`config.mk`:
```
export PLATFORM = sky130hd
export DESIGN_NAME = step_ramp_gen_flat
export DESIGN_NICKNAME = d
export VERILOG_FILES = /design/src/rtl/step_ramp_gen_if.sv /design/src/rtl/step_ramp_gen.sv /design/src/flat_wrapper.sv
export SDC_FILE = /design/constraint.sdc
export NUM_CORES = 1
export LEC_CHECK = 0
export ABC_AREA = 0
export CORE_UTILIZATION = 35
export DETAILED_ROUTE_END_ITERATION = 8
export HOLD_SLACK_MARGIN = 0.15
export PLACE_DENSITY = 0.63
export RECOVER_POWER = 100
export SYNTH_ARGS = -nofsm -noshare
export SYNTH_HDL_FRONTEND = slang
export SYNTH_SLANG_ARGS = --single-unit
```
`constraint.sdc`:
```
create_clock -name clk -period 6.49 [get_ports clk]
set_input_delay 0.649 -clock clk [delete_from_list [all_inputs] [get_ports clk]]
set_output_delay 0.649 -clock clk [all_outputs]
set_load 0.01 [all_outputs]
```
`src/rtl/step_ramp_gen_if.sv`:
```
// Command/status bundle for step_ramp_gen: move request inputs and the step strobe/status outputs.
interface step_ramp_gen_if #(
    parameter int PERIOD_W = 32
);
    logic                start;
    logic [15:0]         move_steps;
    logic [PERIOD_W-1:0] target_period;
    logic                stop;
    logic                pulse;
    logic                busy;
    logic                done;
    logic [PERIOD_W-1:0] cur_period;

    modport master (
        output start, move_steps, target_period, stop,
        input  pulse, busy, done, cur_period
    );

    modport slave (
        input  start, move_steps, target_period, stop,
        output pulse, busy, done, cur_period
    );
endinterface

```
`src/rtl/step_ramp_gen.sv`:
```
// Trapezoidal step-rate generator; first pulse cur_period cycles after start, no backpressure (pulse is a strobe).
// Define STEP_RAMP_STOP_EN to enable controlled stop; otherwise stop is ignored and every move runs to completion.
module step_ramp_gen #(
    parameter int PERIOD_W     = 32,
    parameter int START_PERIOD = 100,
    parameter int ACCEL_DEC    = 10,
    parameter int MIN_PERIOD   = 2
) (
    input  logic           clk,
    input  logic           resetb,
    step_ramp_gen_if.slave bus
);
    localparam logic [PERIOD_W-1:0] START_P = PERIOD_W'(START_PERIOD);
    localparam logic [PERIOD_W-1:0] DEC_P   = PERIOD_W'(ACCEL_DEC);
    localparam logic [PERIOD_W-1:0] MIN_P   = PERIOD_W'(MIN_PERIOD);

    typedef enum logic [2:0] {S_IDLE, S_ACCEL, S_CRUISE, S_DECEL, S_DONE} state_t;

    state_t              state_q, state_d;
    logic [PERIOD_W-1:0] cur_q, cur_d;
    logic [PERIOD_W-1:0] tgt_q, tgt_d;
    logic [PERIOD_W-1:0] cnt_q, cnt_d;
    logic [15:0]         rem_q, rem_d;
    logic [15:0]         ramp_q, ramp_d;

    logic                moving;
    logic                pulse_w;
    logic                stop_req;
    logic [15:0]         rem_after;
    logic [PERIOD_W-1:0] cur_up;
    logic [15:0]         ramp_dn;
    logic [PERIOD_W-1:0] tgt_in;

    assign moving  = state_q inside {S_ACCEL, S_CRUISE, S_DECEL};
    // cnt_q counts 1..cur_q within an interval; >= keeps a degenerate zero period from stalling
    assign pulse_w = moving && (cnt_q >= cur_q);
    assign cur_up  = ((cur_q >= START_P) || (START_P - cur_q <= DEC_P)) ? START_P : cur_q + DEC_P;
    assign ramp_dn = (ramp_q == 16'd0) ? 16'd0 : ramp_q - 16'd1;
    assign tgt_in  = (bus.target_period < MIN_P) ? MIN_P : bus.target_period;

`ifdef STEP_RAMP_STOP_EN
    assign stop_req = bus.stop && ((state_q == S_ACCEL) || (state_q == S_CRUISE));
`else
    // stop stays on the port but has no effect in this build
    assign stop_req = bus.stop & 1'b0;
`endif

    always_comb begin
        state_d   = state_q;
        cur_d     = cur_q;
        tgt_d     = tgt_q;
        cnt_d     = cnt_q;
        rem_d     = rem_q;
        ramp_d    = ramp_q;
        rem_after = rem_q;
        unique case (state_q)
            S_IDLE: begin
                cnt_d = '0;
                if (bus.start) begin
                    rem_d  = bus.move_steps;
                    cur_d  = START_P;
                    ramp_d = 16'd0;
                    cnt_d  = PERIOD_W'(1);
                    if (bus.move_steps == 16'd0) begin
                        state_d = S_DONE;
                    end else if (tgt_in >= START_P) begin
                        tgt_d   = START_P;
                        state_d = S_CRUISE;
                    end else begin
                        tgt_d   = tgt_in;
                        state_d = S_ACCEL;
                    end
                end
            end
            S_ACCEL, S_CRUISE, S_DECEL: begin
                cnt_d     = pulse_w ? PERIOD_W'(1) : cnt_q + PERIOD_W'(1);
                rem_after = pulse_w ? rem_q - 16'd1 : rem_q;
                if (stop_req && (ramp_q < rem_after)) begin
                    rem_after = ramp_q;
                end
                rem_d = rem_after;
                if (rem_after == 16'd0) begin
                    state_d = S_DONE;
                end else if (pulse_w && (stop_req || (rem_after <= ramp_q) || (state_q == S_DECEL))) begin
                    // the pulse that enters DECEL already lengthens the next interval
                    cur_d   = cur_up;
                    ramp_d  = ramp_dn;
                    state_d = S_DECEL;
                end else if (stop_req) begin
                    state_d = S_DECEL;
                end else if (pulse_w && (state_q == S_ACCEL)) begin
                    ramp_d = ramp_q + 16'd1;
                    if (cur_q - tgt_q <= DEC_P) begin
                        cur_d   = tgt_q;
                        state_d = S_CRUISE;
                    end else begin
                        cur_d = cur_q - DEC_P;
                    end
                end
            end
            S_DONE: begin
                cnt_d   = '0;
                state_d = S_IDLE;
            end
            default: state_d = S_IDLE;
        endcase
    end

    always_ff @(posedge clk or posedge resetb) begin
        if (resetb) begin
            state_q <= S_IDLE;
            cur_q   <= START_P;
            tgt_q   <= START_P;
            cnt_q   <= '0;
            rem_q   <= 16'd0;
            ramp_q  <= 16'd0;
        end else begin
            state_q <= state_d;
            cur_q   <= cur_d;
            tgt_q   <= tgt_d;
            cnt_q   <= cnt_d;
            rem_q   <= rem_d;
            ramp_q  <= ramp_d;
        end
    end

    assign bus.pulse      = pulse_w;
    assign bus.busy       = moving;
    assign bus.done       = (state_q == S_DONE);
    assign bus.cur_period = cur_q;
endmodule

```
`src/flat_wrapper.sv`:
```
// flat-port wrapper written by rule: the top's interface ports become plain ports
module step_ramp_gen_flat 
#(
    parameter int PERIOD_W     = 32,
    parameter int START_PERIOD = 100,
    parameter int ACCEL_DEC    = 10,
    parameter int MIN_PERIOD   = 2
)
  (clk, resetb, bus_start, bus_move_steps, bus_target_period, bus_stop, bus_pulse, bus_busy, bus_done, bus_cur_period);
  step_ramp_gen_if #(.PERIOD_W(PERIOD_W)) bus_i ();
  input  logic clk;
  input  logic resetb;
  input wire logic [$bits(bus_i.start)-1:0] bus_start;
  input wire logic [$bits(bus_i.move_steps)-1:0] bus_move_steps;
  input wire logic [$bits(bus_i.target_period)-1:0] bus_target_period;
  input wire logic [$bits(bus_i.stop)-1:0] bus_stop;
  output wire logic [$bits(bus_i.pulse)-1:0] bus_pulse;
  output wire logic [$bits(bus_i.busy)-1:0] bus_busy;
  output wire logic [$bits(bus_i.done)-1:0] bus_done;
  output wire logic [$bits(bus_i.cur_period)-1:0] bus_cur_period;
  assign bus_i.start = bus_start;
  assign bus_i.move_steps = bus_move_steps;
  assign bus_i.target_period = bus_target_period;
  assign bus_i.stop = bus_stop;
  assign bus_pulse = bus_i.pulse;
  assign bus_busy = bus_i.busy;
  assign bus_done = bus_i.done;
  assign bus_cur_period = bus_i.cur_period;
  step_ramp_gen #(.PERIOD_W(PERIOD_W), .START_PERIOD(START_PERIOD), .ACCEL_DEC(ACCEL_DEC), .MIN_PERIOD(MIN_PERIOD)) u_core (.clk(clk), .resetb(resetb), .bus(bus_i));
endmodule
```
==> results.toml <==
[floorplan]
die_y_microns = 190
die_w_microns = 190
core_sq_mm = 0.0346
rows = 68
dieArea_sq_mm = 0.0360
start_util_pct = 35.6
io_pins = 87

[clocking]
clockRootBuffer = "clkbuf_16"
postCtsHoldBufs = 0
clock_path_buffers = 2
cts_buffers = 17
clk_latency_ns = 0.44
htreeDepth = 4
cts_setup_buffers = 0
post_cts_resized = 0
clk_pin_slew_ns = 0.06
cts_sinks = 131
cts_tree = "done"

[yosys]
synthAdderAreaFrac_pct = 9.19
yosys.area.top_type_share_pct = 25.4
ys_seq_elements = 131
netlist_area_sq_mm = 0.0123
synth_mux_area_share_pct = 1.61
synthXorXnorAreaFrac_pct = 3.47
synth_warnings = 0
async_flop_share_pct = 100
synth_compound_area_share_pct = 26.5
yosys_most_used_dff = "dfrtp_1"
yosysUniqueCellTypes = 92
synth_simple_gate_area_share_pct = 26.0
ys_seq_area_share_pct = 26.6
synth_edf_count = 0
synth_top_family_by_area = "compound AO/OA/AOI/OAI gates"
synth_area_leaders = "dfrtp_1, ha_1, nand2_1"
syn_area_per_cell_sq_um = 7.59
netlist_instances = 1625
yosysTopAreaCell = "dfrtp_1"
syn_nets = 1767

[min_path]
min_from = "u_core.rem_q[10]"
min_path_type = "reg2reg"

[setup_path]
startpoint = "u_core.bus.cur_period[5]"
start_kind = "register"
endpoint_kind = "register"
slowest_stage = "or4_1"
path_max_fanout = 12
crit_arrival_ns = 6.36
crit_chain = "inv_1 > ha_1 > nand2_1 > nor4_1 > a21oi_1 > or4_1 > a31oi_1 > o2111ai_1 > or3_1 > nor4_2 > xor2_1 > ha_1 > a21o_1 > a21o_1 > a21oi_1 > o21ai_0 > o221a_2 > o21ai_1 > o21ai_2 > a31o_4 > clkbuf_2 > a221o_1"
max_stage_delay_ns = 0.54
crit_required_ns = 6.80
critPathKind = "reg2reg"
reg2reg_from = "u_core.bus.cur_period[5]"

[sta]
setup_tns_ns = 0
period_needed_ns = 6.05
rsz0062_at_grt = "false"
fmax_ghz = 0.165
setup_violations = 0
fin_hold_ws_ns = 0.483
finalMaxSlewViolations = 132
skew_ns = 0.00799
tightest_slew_ns = 4.05
hold_viol_final = 0
fin_crit_sh_pct = 93.2
slew_headroom_pct = -171

[job]
cap_violations = 3

[placed_design]
globalplace.congestion = 0.997
port_buffers = 85
dpl.hpwl_microns = 33000

[routing]
firstDrtPassIters = 7
wire_per_inst_microns = 20.1
drtAntennaViolNets = 0
drt_wl_total_microns = 43500
vias = 13000
vias_per_cell = 6.00
drtIter0Drc = 1214
detail_route.drc_violations = 0

[global_route]
grt_max_degree = 84
grt_usage_pct = 24.2
grt_first_pass_wirelength_microns = 68400
overflow = 0
grt_pass1_vias = 12300
antenna_found_initial = 0

[power]
p_sw_share_pct = 45.2
p_seq_share_pct = 22.9
totalPowerFinal_uw = 4590
p_comb_share_pct = 56.1
p_per_area_mw_per_mm2 = 321
intPower_uw = 2520
power_frac_clock_pct = 21.0
power.switching_uw = 2070
power.leakage_uw = 0.00616
peakVddDrop_v = 0.000201

[cells_and_area]
area_growth_pct = 15.9
multi_input_area_sq_mm = 0.00824
n_antenna_cell = 0
seq_area_sq_mm = 0.00329
drive_gt1_share_pct = 6.44
fillers = 3559
final_nets = 1838

[status]
violations = "capacitance limit, slew limit"
run_status = "finished with violations"
[cell usage after synthesis, drive strengths merged, types with 10 or more instances]
library cell / count
a21oi: 114
nand2: 171
o21ai: 135
a31oi: 40
or2: 10
nand3: 51
o31ai: 24
or4: 12
and3: 36
inv: 108
a211oi: 13
mux2i: 15
xnor2: 30
nor3: 58
o21a: 11
o211ai: 11
nor2: 127
nor4: 37
and2: 35
or3: 18
xor2: 18
o221ai: 10
buf: 28
nand4: 30
clkbuf: 61
dfrtp: 125
ha: 89
a21o: 20
o22ai: 38
nand2b: 18
[per-layer routing]
| layer | vias up | part of all wire, % | wire length (microns) | GRT usage (%) |
|---|---|---|---|---|
| met5 | - | 0 | 0 | 0 |
| li1 | 6161 | - | - | - |
| met1 | 6296 | 45 | 19800 | 33.3 |
| met4 | 0 | 2.1 | 899 | 7.20 |
| met2 | 475 | 47 | 20400 | 39.8 |
| met3 | 53 | 5.5 | 2410 | 2.42 |
[layout by cell type (no fill, tap or decap), types with 16 or more instances in the layout]
cell type and count:
nor2_1 127, xnor2_1 30, nand2b_1 17, nand2_1 170, nor3_1 56, a21o_1 20
a31oi_1 37, and2_1 16, dfrtp_1 125, o22ai_1 38, nand3_1 51, buf_4 34
and3_1 35, inv_1 106, o31ai_1 23, clkbuf_1 18, and2_0 19, o21ai_0 127
nor4_1 36, xor2_1 17, clkdlybuf4s50_1 59, ha_1 89, a21oi_1 114, dlygate4sd3_1 26
nand4_1 29, clkbuf_16 17, or3_1 18
[worst paths after layout]
path | to | slack, ns | cells past startpoint
max in group asynchronous | u_core.bus.cur_period[1] | 2.03 | 3
min reg2reg | u_core.rem_q[10] | 0.48 | 2
min | u_core.rem_q[10] | 0.48 | 2
min in group asynchronous | u_core.cnt_q[19] | 1.89 | 2
max | u_core.bus.cur_period[25] | 0.44 | 22
max reg2reg | u_core.bus.cur_period[25] | 0.44 | 22
[area by class of cell]
| class | count | area share (%) |
|---|---|---|
| inverter | 110 | 2.91 |
| sequential | 131 | 23.0 |
| clock buffer | 19 | 3.10 |
| timing repair buffer | 140 | 8.43 |
| multi-input combinational | 1296 | 57.6 |
| tap | 455 | 3.98 |
| clock inverter | 13 | 0.945 |
[flip-flops by register name, summed over array words and instances (netlist names)]
register and flops:
u_core.state_q 3, u_core.cnt_q 32, u_core.rem_q 16, u_core.tgt_q 32, u_core.ramp_q 16, u_core.bus.cur_period 32
[power groups by stage]
stage	registers (uW)	clock network, uW	logic (uW)
final	1050	966	2580
after global routing	1070	1010	2840
after CTS	1050	976	2560
after detailed placement	1060	0	2540
after global placement	1060	0	2500
after floorplan	1060	0	1780
[metrics by stage]
step	utilization, %	setup WS, ns	instances	instance area [sq um]
finish	41.3	0.440	2164	14300
global route	41.3	0.0816	2164	14300
detailed placement	39.8	0.218	2131	13800
global placement	39.8	0.336	2131	13800
floorplan	-	0.449	1625	12300
CTS	41.5	0.213	2163	14400
[cells by family after synthesis]
group | after synthesis
compound gates | 504
xor+xnor | 48
fa+ha+maj | 90
buf+inv | 199
flops | 131
mux | 19
simple gates | 634
[critical path: cells and delay by family (launching register included)]
kind                       cells  cell delay (ns)
adders and majority gates      2             0.61
DFF                            1             0.52
AOI/OAI and AO/OA             12             2.66
xor gates and xnor gates       1             0.27
and+or+nand+nor                5             1.57
buffers and inverters          2             0.30
No activity file was read; power rests on OpenSTA's default activity.
